===== src/rtl/key_debounce_pkg.sv =====
// Shared types and helpers for the key_debounce front-panel conditioner.
package key_pkg;

  typedef enum logic [1:0] {IDLE, HELD, GAP} state_t;

  localparam logic [7:0] KEY_NONE = 8'hFF;

  function automatic logic single_low(input logic [7:0] v);
    logic [3:0] zeros;
    zeros = '0;
    for (int i = 0; i < 8; i++) zeros = zeros + {3'b000, ~v[i]};
    return zeros == 4'd1;
  endfunction

endpackage


===== src/rtl/key_debounce_if.sv =====
// Button-side bundle: raw active-low levels in, cleaned key vector and press strobe out.
interface key_debounce_if;
  logic [7:0] raw_key;
  logic [7:0] key;
  logic       press;

  modport master (output raw_key, input key, input press);
  modport slave  (input raw_key, output key, output press);
endinterface


===== src/rtl/key_debounce_filter.sv =====
// Two-flop synchroniser, chord rejection and stability counter producing the debounced vector.
module key_filter
  import key_pkg::*;
#(
  parameter int DEBOUNCE_CYCLES = 500000
) (
  input  logic       clock,
  input  logic       reset,
  input  logic [7:0] raw_key,
  output logic [7:0] deb
);

  localparam int CW = $clog2(DEBOUNCE_CYCLES + 1);
  localparam logic [CW-1:0] CNT_MAX = CW'(DEBOUNCE_CYCLES);
  localparam logic [CW-1:0] CNT_HIT = CW'(DEBOUNCE_CYCLES - 1);

  logic [7:0]    sync1, sync2, cand, filt;
  logic [CW-1:0] cnt;

  // Multi-key chords look like a release so they can never reach the setter.
  assign filt = (sync2 == KEY_NONE || single_low(sync2)) ? sync2 : KEY_NONE;

  always_ff @(posedge clock) begin
    if (reset) begin
      sync1 <= KEY_NONE;
      sync2 <= KEY_NONE;
      cand  <= KEY_NONE;
      deb   <= KEY_NONE;
      cnt   <= '0;
    end else begin
      sync1 <= raw_key;
      sync2 <= sync1;
      cand  <= filt;
      if (filt != cand)
        cnt <= '0;
      else if (cnt != CNT_MAX)
        cnt <= cnt + CW'(1);
      if (filt == cand && cnt == CNT_HIT)
        deb <= cand;
    end
  end

endmodule


===== src/rtl/key_debounce.sv =====
// Key debounce top: filter plus IDLE/HELD/GAP sequencer that inserts auto-repeat gaps.
module key_debounce
  import key_pkg::*;
#(
  parameter int         DEBOUNCE_CYCLES = 500000,
  parameter int         REPEAT_DELAY    = 25000000,
  parameter int         REPEAT_PERIOD   = 5000000,
  parameter logic [7:0] REPEAT_MASK     = 8'b11000000
) (
  input logic         clock,
  input logic         reset,
  key_debounce_if.slave bus
);

  localparam int TMAX = (REPEAT_DELAY > REPEAT_PERIOD) ? REPEAT_DELAY : REPEAT_PERIOD;
  localparam int TW   = $clog2(TMAX);
  localparam logic [TW-1:0] T_SAT      = TW'(TMAX - 1);
  localparam logic [TW-1:0] DELAY_HIT  = TW'(REPEAT_DELAY - 1);
  localparam logic [TW-1:0] PERIOD_HIT = TW'(REPEAT_PERIOD - 1);

  logic [7:0]    deb;
  state_t        state, state_n;
  logic [7:0]    lat, lat_n, key_q, key_n;
  logic          press_q, press_n, first, first_n;
  logic [TW-1:0] timer, timer_n;
  logic          repeat_key;

  key_filter #(.DEBOUNCE_CYCLES(DEBOUNCE_CYCLES)) u_filter (
    .clock   (clock),
    .reset   (reset),
    .raw_key (bus.raw_key),
    .deb     (deb)
  );

  assign repeat_key = |(~lat & REPEAT_MASK);
  assign bus.key    = key_q;
  assign bus.press  = press_q;

  always_ff @(posedge clock) begin
    if (reset) begin
      state   <= IDLE;
      lat     <= KEY_NONE;
      key_q   <= KEY_NONE;
      press_q <= 1'b0;
      timer   <= '0;
      first   <= 1'b1;
    end else begin
      state   <= state_n;
      lat     <= lat_n;
      key_q   <= key_n;
      press_q <= press_n;
      timer   <= timer_n;
      first   <= first_n;
    end
  end

  always_comb begin
    state_n = state;
    lat_n   = lat;
    key_n   = key_q;
    press_n = 1'b0;
    timer_n = timer;
    first_n = first;
    case (state)
      IDLE: begin
        key_n = KEY_NONE;
        if (deb != KEY_NONE) begin
          lat_n   = deb;
          key_n   = deb;
          press_n = 1'b1;
          timer_n = '0;
          first_n = 1'b1;
          state_n = HELD;
        end
      end
      HELD: begin
        key_n   = lat;
        timer_n = (timer == T_SAT) ? timer : timer + TW'(1);
        // Release is tested first so it wins over a coincident repeat gap.
        if (deb != lat) begin
          key_n   = KEY_NONE;
          state_n = IDLE;
        end else if (repeat_key && timer == (first ? DELAY_HIT : PERIOD_HIT)) begin
          key_n   = KEY_NONE;
          state_n = GAP;
        end
      end
      GAP: begin
        if (deb == lat) begin
          key_n   = lat;
          press_n = 1'b1;
          timer_n = '0;
          first_n = 1'b0;
          state_n = HELD;
        end else begin
          key_n   = KEY_NONE;
          state_n = IDLE;
        end
      end
      default: begin
        key_n   = KEY_NONE;
        state_n = IDLE;
      end
    endcase
  end

endmodule


===== src/flat_wrapper.sv =====
// flat-port wrapper written by rule: the top's interface ports become plain ports
module key_debounce_flat import key_pkg::*;
#(
  parameter int         DEBOUNCE_CYCLES = 500000,
  parameter int         REPEAT_DELAY    = 25000000,
  parameter int         REPEAT_PERIOD   = 5000000,
  parameter logic [7:0] REPEAT_MASK     = 8'b11000000
)
  (clock, reset, bus_raw_key, bus_key, bus_press);
  key_debounce_if bus_i ();
  input logic clock;
  input logic reset;
  input wire logic [$bits(bus_i.raw_key)-1:0] bus_raw_key;
  output wire logic [$bits(bus_i.key)-1:0] bus_key;
  output wire logic [$bits(bus_i.press)-1:0] bus_press;
  assign bus_i.raw_key = bus_raw_key;
  assign bus_key = bus_i.key;
  assign bus_press = bus_i.press;
  key_debounce #(.DEBOUNCE_CYCLES(DEBOUNCE_CYCLES), .REPEAT_DELAY(REPEAT_DELAY), .REPEAT_PERIOD(REPEAT_PERIOD), .REPEAT_MASK(REPEAT_MASK)) u_core (.clock(clock), .reset(reset), .bus(bus_i));
endmodule

===== config.mk =====
export PLATFORM = sky130hd
export DESIGN_NAME = key_debounce_flat
export DESIGN_NICKNAME = d
export VERILOG_FILES = /design/src/rtl/key_debounce_pkg.sv /design/src/rtl/key_debounce_if.sv /design/src/rtl/key_debounce_filter.sv /design/src/rtl/key_debounce.sv /design/src/flat_wrapper.sv
export SDC_FILE = /design/constraint.sdc
export NUM_CORES = 1
export LEC_CHECK = 0
export ABC_AREA = 1
export BUFFER_PORTS_ARGS = -buffer_cell sky130_fd_sc_hd__buf_2
export CORE_ASPECT_RATIO = 1.25
export CORE_MARGIN = 8
export CORE_UTILIZATION = 35
export DETAILED_ROUTE_END_ITERATION = 8
export SYNTH_ARGS = -nofsm -noshare
export SYNTH_HDL_FRONTEND = slang
export SYNTH_HIERARCHICAL = 1
export SYNTH_SLANG_ARGS = --single-unit

===== constraint.sdc =====
create_clock -name clock -period 6.2 [get_ports clock]
set_input_delay 0.93 -clock clock [delete_from_list [all_inputs] [get_ports clock]]
set_output_delay 0.93 -clock clock [all_outputs]
set_load 0.02 [all_outputs]

==> load_flow_metrics.sql, run 1 <==
INSERT INTO impl_metrics (metric_group, metric, value, unit) VALUES
('status', 'outcome', 'completed', ''),
('logic_synthesis', 'mappedNetlistNets', '759', ''),
('final_layout', 'most-common-layout-cells', 'sky130_fd_sc_hd__nand2_1 (200), sky130_fd_sc_hd__dfxtp_1 (96), sky130_fd_sc_hd__inv_1 (79), sky130_fd_sc_hd__nor2_1 (74), sky130_fd_sc_hd__nand3_1 (66)', ''),
('logic_synthesis', 'yosys_warnings', '6', ''),
('routing', 'detail_route.wl_per_cell', '12.1', 'um'),
('critical_path', 'critPathMostFrequentCell', 'sky130_fd_sc_hd__nand2_1', ''),
('hold_path', 'hold_class', 'reg2reg', ''),
('critical_path', 'worst_r2r_startpoint', 'u_core/u_filter/sync2[0]$_SDFF_PP1_', ''),
('final_layout', 'area_overhead_vs_synth', '9.29', '%'),
('critical_path', 'worst_endpoint_required_time', '6.46', 'ns'),
('final_layout', 'drive_gt1_frac', '0.125', ''),
('logic_synthesis', 'post_synth.cell_area_avg', '7.04', 'um2'),
('hold_path', 'worstHoldStart', 'u_core/u_filter/sync1[3]$_SDFF_PP1_', ''),
('place', 'io_buffers', '18', ''),
('power_and_ir_drop', 'leakagePower', '0.00236', 'uW'),
('critical_path', 'cp_num_buf_inv', '3', ''),
('critical_path', 'cp_slowest_cell', 'sky130_fd_sc_hd__fa_1', ''),
('final_layout', 'layout.core_utilization', '0.385', ''),
('clocking', 'cts_root_buf', 'sky130_fd_sc_hd__clkbuf_16', ''),
('place', 'hpwl_after_detailed_placement', '8170', 'um'),
('routing', 'wl', '11300', 'um'),
('logic_synthesis', 'synth-seq-cells', '96', ''),
('final_layout', 'num-nets-final', '772', ''),
('routing', 'detail_route.vias_per_cell', '4.76', ''),
('timing', 'clock_skew', '0.00768', 'ns'),
('routing', 'dr_pass1_iterations', '4', ''),
('die', 'dieWidth', '125', 'um'),
('final_layout', 'fillers', '1615', ''),
('critical_path', 'worst_path_largest_cell_delay', '0.53', 'ns'),
('clocking', 'clock_sink_count', '96', ''),
('grt', 'initial_antenna_violation_count', '0', ''),
('critical_path', 'startpoint_type', 'flop', ''),
('critical_path', 'cp_data_arrival_time', '4.57', 'ns'),
('critical_path', 'slack_of_the_worst_reg_to_reg_path', '1.89', 'ns'),
('final_layout', 'multi_input_area', '0.00284', 'mm2'),
('die', 'core_area', '0.0148', 'mm2'),
('critical_path', 'worstPathMaxFanout', '22', ''),
('critical_path', 'path_class', 'reg2reg', ''),
('logic_synthesis', 'sequential_area_share_after_synthesis', '0.370', ''),
('die', 'initial_utilization', '0.352', ''),
('clocking', 'cts_made_buffers', '9', ''),
('place', 'gp_congestion', '0.827', ''),
('die', 'die_area', '0.0190', 'mm2'),
('clocking', 'cts.hold.buffers_added', '0', ''),
('clocking', 'clk_pin_slew', '0.06', 'ns'),
('clocking', 'cts.repair_timing.setup_buffer_count', '0', ''),
('logic_synthesis', 'synth.lib_cells_used.distinct', '39', ''),
('die', 'design.portCount', '19', ''),
('routing', 'drt_iter0_drc', '242', ''),
('power_and_ir_drop', 'peakVddDrop', '0.196', 'mV'),
('final_layout', 'area.sequential', '0.00192', 'mm2'),
('critical_path', 'rr_worst_depth', '19', ''),
('final_layout', 'layout.cells.most_common', 'sky130_fd_sc_hd__nand2_1', ''),
('timing', 'unrepaired_setup_endpoints_after_global_routing', 'false', ''),
('timing', 'timing.max_slew.rel_slack', '0.650', ''),
('grt', 'global_route.overflow_total', '0', ''),
('clocking', 'worst_skew_pair.late_latency', '0.35', 'ns'),
('grt', 'grt_pass1_wl', '19800', 'um'),
('timing', 'setup_tns', '0', 'ns'),
('critical_path', 'timing.critical_path.cells', 'fa_1 > inv_1 > fa_1 > fa_1 > ha_1 > inv_1 > fa_1 > nand2_1 > nor2_1 > nand2_1 > nand2_2 > nand2_1 > nand2_1 > nand2_1 > inv_1 > nand2_1 > nor2_8 > nand3_4 > a21oi_1', ''),
('die', 'die_y', '152', 'um'),
('logic_synthesis', 'postSynthCellCount', '739', ''),
('clocking', 'post_cts_resized', '0', ''),
('routing', 'postRouteAntennaNets', '0', ''),
('routing', 'via_count', '4467', ''),
('timing', 'final.min_clock_period', '4.31', 'ns'),
('grt', 'vias_in_the_first_global_route', '4226', ''),
('logic_synthesis', 'post_synth_instance_area', '0.00520', 'mm2'),
('hold_path', 'worstHoldEndpoint', 'u_core/u_filter/sync2[3]$_SDFF_PP1_', ''),
('hold_path', 'worst_hold_path.num_cells', '1', ''),
('critical_path', 'top_cell_family_by_delay_on_the_critical_path', 'adder cells', '');
==> final cells by class <==
type | instances | area share
Multi-Input combinational cell | 541 | 0.500
Tap cell | 182 | 0.0401
Clock inverter | 5 | 0.00727
Inverter | 84 | 0.0555
Sequential cell | 96 | 0.338
Timing Repair Buffer | 20 | 0.0185
Clock buffer | 11 | 0.0410
==> cell families (layout without fill, tap and decap cells) <==
family	after synthesis	count (layout)	share of synthesized area
xor+xnor	19	19	0.0320
flops	96	96	0.370
buf+inv	102	120	0.0845
compound gates	63	63	0.0674
fa+ha+maj	10	10	0.0298
simple gates	449	449	0.417
==> worst register-to-register path, cell delays in order, from the launching register on <==
cell                      delay [ns]
sky130_fd_sc_hd__dfxtp_1        0.33
sky130_fd_sc_hd__fa_1           0.53
sky130_fd_sc_hd__inv_1          0.05
sky130_fd_sc_hd__fa_1           0.46
sky130_fd_sc_hd__fa_1           0.50
sky130_fd_sc_hd__ha_1           0.16
sky130_fd_sc_hd__inv_1          0.05
sky130_fd_sc_hd__fa_1           0.47
sky130_fd_sc_hd__nand2_1        0.05
sky130_fd_sc_hd__nor2_1         0.13
sky130_fd_sc_hd__nand2_1        0.08
sky130_fd_sc_hd__nand2_2        0.28
sky130_fd_sc_hd__nand2_1        0.09
sky130_fd_sc_hd__nand2_1        0.07
sky130_fd_sc_hd__nand2_1        0.04
sky130_fd_sc_hd__inv_1          0.05
sky130_fd_sc_hd__nand2_1        0.11
sky130_fd_sc_hd__nor2_8         0.18
sky130_fd_sc_hd__nand3_4        0.35
sky130_fd_sc_hd__a21oi_1        0.26
==> synthesized netlist by cell type <==
library cell | count | area share
sky130_fd_sc_hd__nor2_4 | 12 | 0.026
sky130_fd_sc_hd__buf_4 | 1 | 0.0014
sky130_fd_sc_hd__and3_1 | 1 | 0.0012
sky130_fd_sc_hd__and2_1 | 1 | 0.0012
sky130_fd_sc_hd__nor2_8 | 2 | 0.0077
sky130_fd_sc_hd__nor4_1 | 3 | 0.0036
sky130_fd_sc_hd__nand4_1 | 27 | 0.032
sky130_fd_sc_hd__xnor2_1 | 11 | 0.019
sky130_fd_sc_hd__nor3b_1 | 1 | 0.0014
sky130_fd_sc_hd__nor2_1 | 74 | 0.053
sky130_fd_sc_hd__clkinv_1 | 2 | 0.0014
sky130_fd_sc_hd__clkbuf_1 | 8 | 0.0058
sky130_fd_sc_hd__inv_1 | 79 | 0.057
sky130_fd_sc_hd__fa_1 | 4 | 0.015
sky130_fd_sc_hd__ha_1 | 6 | 0.014
sky130_fd_sc_hd__o31ai_1 | 1 | 0.0014
sky130_fd_sc_hd__buf_8 | 1 | 0.0029
sky130_fd_sc_hd__buf_6 | 5 | 0.011
sky130_fd_sc_hd__o211ai_1 | 1 | 0.0014
sky130_fd_sc_hd__nand2_2 | 8 | 0.0096
sky130_fd_sc_hd__o21ai_0 | 12 | 0.012
sky130_fd_sc_hd__nand3_2 | 2 | 0.0039
sky130_fd_sc_hd__nand3b_1 | 6 | 0.0087
sky130_fd_sc_hd__o21bai_1 | 4 | 0.0058
sky130_fd_sc_hd__nand2_1 | 200 | 0.14
sky130_fd_sc_hd__nand2_4 | 3 | 0.0065
sky130_fd_sc_hd__nand3_4 | 1 | 0.0034
sky130_fd_sc_hd__clkbuf_2 | 1 | 0.00096
sky130_fd_sc_hd__or2_2 | 23 | 0.028
sky130_fd_sc_hd__nand3_1 | 66 | 0.064
sky130_fd_sc_hd__a21oi_1 | 37 | 0.036
sky130_fd_sc_hd__inv_2 | 3 | 0.0022
sky130_fd_sc_hd__nor3_1 | 12 | 0.012
sky130_fd_sc_hd__buf_2 | 2 | 0.0019
sky130_fd_sc_hd__a22oi_1 | 8 | 0.012
sky130_fd_sc_hd__nor2_2 | 4 | 0.0048
sky130_fd_sc_hd__xor2_1 | 8 | 0.013
sky130_fd_sc_hd__nor3_2 | 3 | 0.0058
sky130_fd_sc_hd__dfxtp_1 | 96 | 0.37
==> routing by layer <==
layer / track usage / vias up / wire length, um
li1: - / 2400 / -
met1: 0.149 / 2008 / 5390
met2: 0.212 / 47 / 5470
met3: 0.0210 / 12 / 283
met4: 0.0459 / 0 / 176
met5: 0 / - / 0
==> sequential cells by signal, summed over array words and instances (netlist names), 2 cells and up <==
register and cells:
u_core/u_filter/cnt 19, u_core/u_filter/sync2 8, u_core/u_filter/deb 8, u_core/u_filter/cand 8
u_core/bus.key 8, u_core/state 2, u_core/timer 25, u_core/u_filter/sync1 8
u_core/lat 8
==> how the worst max path moves through the flow <==
stage / start / end / slack [ns] / cells after the start
finish: u_core/u_filter/sync2[0]$_SDFF_PP1_ / u_core/u_filter/cnt[11]$_SDFFE_PP0P_ / 1.89 / 19
global route: u_core/u_filter/sync2[0]$_SDFF_PP1_ / u_core/u_filter/cnt[15]$_SDFFE_PP0P_ / 1.48 / 19
CTS: u_core/u_filter/sync2[0]$_SDFF_PP1_ / u_core/u_filter/cnt[11]$_SDFFE_PP0P_ / 1.86 / 19
detailed placement: u_core/u_filter/sync2[0]$_SDFF_PP1_ / u_core/u_filter/cnt[11]$_SDFFE_PP0P_ / 1.88 / 19
floorplan: u_core/u_filter/sync2[0]$_SDFF_PP1_ / u_core/u_filter/cnt[5]$_SDFFE_PP0P_ / 2.42 / 19
global placement: u_core/u_filter/sync2[0]$_SDFF_PP1_ / u_core/u_filter/cnt[15]$_SDFFE_PP0P_ / 1.97 / 19
==> power by group <==
part	total [uW]	internal (uW)	switching, uW
sequential	631	625	5.82
combinational	99.5	30.3	69.2
clock	524	275	249
==> stage by stage <==
stage	instances	total power, uW	hold WS, ns	worst slack, ns	area, um2
global placement	923	744	0.392	1.97	5410
global route	939	1300	0.419	1.48	5680
detailed placement	923	746	0.392	1.88	5410
finish	939	1250	0.407	1.89	5680
CTS	939	1270	0.408	1.86	5680
floorplan	739	738	0.389	2.42	5200
(Power assumes the default switching activity.)
==> run 2: changes to the inputs <==
- clock period: 6.2 -> 4.12 ns (I/O delays scaled with it)
==> load_flow_metrics.sql, run 2 (synthesis results as in run 1) <==
INSERT INTO impl_metrics (metric_group, metric, value, unit) VALUES
('final_layout', 'drive_gt1_frac', '0.162', ''),
('critical_path', 'startpoint_type', 'flop', ''),
('place', 'gp_congestion', '0.841', ''),
('timing', 'final.min_clock_period', '3.92', 'ns'),
('hold_path', 'worst_hold_path.num_cells', '1', ''),
('final_layout', 'top_register', 'u_core/timer', ''),
('clocking', 'cts.hold.buffers_added', '0', ''),
('hold_path', 'worstHoldStart', 'u_core/u_filter/sync1[4]$_SDFF_PP1_', ''),
('routing', 'detail_route.vias_per_cell', '4.76', ''),
('grt', 'global_route.overflow_total', '0', ''),
('place', 'io_buffers', '18', ''),
('place', 'hpwl_after_detailed_placement', '8100', 'um'),
('final_layout', 'num-nets-final', '791', ''),
('final_layout', 'most-common-layout-cells', 'sky130_fd_sc_hd__nand2_1 (199), sky130_fd_sc_hd__dfxtp_1 (95), sky130_fd_sc_hd__inv_1 (78), sky130_fd_sc_hd__nor2_1 (72), sky130_fd_sc_hd__nand3_1 (66)', ''),
('critical_path', 'path_class', 'reg2reg', ''),
('timing', 'hold_ws', '0.408', 'ns'),
('critical_path', 'reg2reg_to', 'u_core/u_filter/cnt[3]$_SDFFE_PP0P_', ''),
('timing', 'clock_skew', '0.00574', 'ns'),
('final_layout', 'layout.cells.most_common', 'sky130_fd_sc_hd__nand2_1', ''),
('job', 'timing.max_cap.violations', '0', ''),
('critical_path', 'cp_num_buf_inv', '4', ''),
('timing', 'timing.final.crit_share', '0.952', ''),
('timing', 'max_slew.worst_pin.slew', '0.545', 'ns'),
('hold_path', 'worstHoldEndpoint', 'u_core/u_filter/sync2[4]$_SDFF_PP1_', ''),
('final_layout', 'fillers', '1557', ''),
('grt', 'global_route.usage.total', '0.121', ''),
('clocking', 'clock_sink_count', '96', ''),
('final_layout', 'layout.cell_area.non_filler', '0.00593', 'mm2'),
('clocking', 'cts_tree', 'yes', ''),
('routing', 'via_count', '4564', ''),
('routing', 'drt_iter0_drc', '263', ''),
('final_layout', 'layout.core_utilization', '0.402', ''),
('place', 'place_area', '0.00544', 'mm2'),
('die', 'die_area', '0.0190', 'mm2'),
('final_layout', 'antennaDiodeCount', '0', ''),
('timing', 'setup_viol', '0', ''),
('power_and_ir_drop', 'peakVddDrop', '0.251', 'mV'),
('routing', 'detail_route.wl_per_cell', '12.1', 'um'),
('final_layout', 'largest_register_ffs', '25', ''),
('critical_path', 'worstPathMaxFanout', '8', ''),
('grt', 'grt_pass1_wl', '19200', 'um'),
('die', 'design.portCount', '19', ''),
('timing', 'timing.final.hold_violations', '0', ''),
('routing', 'post-route-drc-count', '0', ''),
('die', 'core_area', '0.0148', 'mm2'),
('critical_path', 'slack_of_the_worst_reg_to_reg_path', '0.20', 'ns'),
('clocking', 'h_tree_levels', '3', ''),
('critical_path', 'cp_data_arrival_time', '4.21', 'ns'),
('final_layout', 'area_overhead_vs_synth', '14.1', '%'),
('grt', 'initial_antenna_violation_count', '0', ''),
('power_and_ir_drop', 'totalPowerFinal', '2000', 'uW'),
('timing', 'slew_viol_final', '0', ''),
('critical_path', 'cp_slowest_cell', 'sky130_fd_sc_hd__fa_1', ''),
('timing', 'unrepaired_setup_endpoints_after_global_routing', 'true', ''),
('clocking', 'cts-root-to-sink-buffers', '2', ''),
('critical_path', 'setup.worst_path.end_class', 'flop', ''),
('critical_path', 'critPathMostFrequentCell', 'sky130_fd_sc_hd__fa_1', ''),
('routing', 'dr_pass1_iterations', '5', ''),
('critical_path', 'worst_endpoint_required_time', '4.40', 'ns'),
('power_and_ir_drop', 'power_dens_cells', '337', 'mW/mm2'),
('critical_path', 'worst_path_largest_cell_delay', '0.52', 'ns'),
('critical_path', 'timing.critical_path.cells', 'fa_1 > inv_1 > fa_1 > fa_1 > ha_2 > inv_2 > fa_1 > nand2_1 > nor2_1 > nand2_1 > nand2_2 > buf_6 > nand3b_1 > nand2_1 > nand2_2 > nor2_8 > nand3_4 > clkbuf_16 > a21oi_2', ''),
('critical_path', 'top_cell_family_by_delay_on_the_critical_path', 'adder cells', ''),
('clocking', 'worst_skew_pair.late_latency', '0.34', 'ns'),
('critical_path', 'worst_r2r_startpoint', 'u_core/u_filter/sync2[0]$_SDFF_PP1_', ''),
('clocking', 'clk_pin_slew', '0.06', 'ns'),
('die', 'initial_utilization', '0.352', ''),
('die', 'die_y', '152', 'um'),
('routing', 'wl', '11600', 'um'),
('grt', 'vias_in_the_first_global_route', '4106', ''),
('final_layout', 'top_regs', 'u_core/timer (25), u_core/u_filter/cnt (19)', ''),
('timing', 'timing.fmax', '255', 'MHz'),
('timing', 'timing.max_slew.rel_slack', '0.633', ''),
('power_and_ir_drop', 'leakagePower', '0.00248', 'uW'),
('clocking', 'cts_made_buffers', '9', ''),
('timing', 'setup_tns', '0', 'ns'),
('die', 'dieWidth', '125', 'um'),
('hold_path', 'hold_class', 'reg2reg', ''),
('status', 'outcome', 'completed', ''),
('clocking', 'cts_root_buf', 'sky130_fd_sc_hd__clkbuf_16', ''),
('routing', 'postRouteAntennaNets', '0', ''),
('die', 'rows', '50', ''),
('critical_path', 'rr_worst_depth', '19', ''),
('grt', 'grt_start_max_net_pins', '47', '');
[run 2: cell count changes in the layout (fill, tap and decap cells not counted), sizes merged]
cell    before  now
clkinv       4    2
clkbuf      11   15
buf         20   37
[run 2: report_power, final]
part,leakage [uW],internal [uW],switching (uW),total [uW]
sequential,0.000779,941,8.50,950
combinational,0.00157,118,132,250
clock,0.000132,445,356,801
total,0.00248,1500,496,2000
[run 2: final cells by class]
type                            instances  area [um2]  area share
Clock buffer                           13         260      0.0439
Clock inverter                          3        23.8     0.00401
Inverter                               84         315      0.0532
Multi-Input combinational cell        541        2880       0.486
Sequential cell                        96        1920       0.324
Tap cell                              182         228      0.0384
Timing Repair Buffer                   39         302      0.0508
[run 2: how the worst max path moves through the flow]
| stage | start | end | slack (ns) | cells past startpoint |
|---|---|---|---|---|
| after detailed placement | u_core/u_filter/sync2[0]$_SDFF_PP1_ | u_core/u_filter/cnt[15]$_SDFFE_PP0P_ | 0.18 | 19 |
| final | u_core/u_filter/sync2[0]$_SDFF_PP1_ | u_core/u_filter/cnt[3]$_SDFFE_PP0P_ | 0.20 | 19 |
| after global routing | u_core/u_filter/sync2[0]$_SDFF_PP1_ | u_core/u_filter/cnt[15]$_SDFFE_PP0P_ | -0.02 | 19 |
| after global placement | u_core/u_filter/sync2[0]$_SDFF_PP1_ | u_core/u_filter/cnt[15]$_SDFFE_PP0P_ | 0.23 | 19 |
| after floorplan | u_core/u_filter/sync2[0]$_SDFF_PP1_ | u_core/u_filter/cnt[5]$_SDFFE_PP0P_ | 0.34 | 19 |
| after CTS | u_core/u_filter/sync2[0]$_SDFF_PP1_ | u_core/u_filter/cnt[15]$_SDFFE_PP0P_ | 0.15 | 19 |
[run 2: metrics by stage]
step	worst slack [ns]	std cells
finish	0.197	958
global placement	0.230	926
global route	-0.0169	958
floorplan	0.340	739
detailed placement	0.176	926
CTS	0.155	942
[run 2: repair_timing]
item                       in CTS  in global routing
resized for setup               0                 15
setup endpoints to repair       0                 27
setup buffers                   0                 11
[run 2: layer usage]
metal  global-route usage  part of all wire  vias to the layer above
met5                    0                 0                        -
met4               0.0483             0.016                        0
met3               0.0284             0.028                       11
met2                0.201              0.48                       51
met1                0.147              0.47                     2066
li1                     -                 -                     2436
[run 2: worst register-to-register path, stage by stage, from the launching register on]
cell,delay [ns]
sky130_fd_sc_hd__dfxtp_2,0.33
sky130_fd_sc_hd__fa_1,0.52
sky130_fd_sc_hd__inv_1,0.05
sky130_fd_sc_hd__fa_1,0.44
sky130_fd_sc_hd__fa_1,0.49
sky130_fd_sc_hd__ha_2,0.18
sky130_fd_sc_hd__inv_2,0.04
sky130_fd_sc_hd__fa_1,0.47
sky130_fd_sc_hd__nand2_1,0.05
sky130_fd_sc_hd__nor2_1,0.11
sky130_fd_sc_hd__nand2_1,0.08
sky130_fd_sc_hd__nand2_2,0.12
sky130_fd_sc_hd__buf_6,0.13
sky130_fd_sc_hd__nand3b_1,0.07
sky130_fd_sc_hd__nand2_1,0.08
sky130_fd_sc_hd__nand2_2,0.08
sky130_fd_sc_hd__nor2_8,0.19
sky130_fd_sc_hd__nand3_4,0.15
sky130_fd_sc_hd__clkbuf_16,0.21
sky130_fd_sc_hd__a21oi_2,0.09
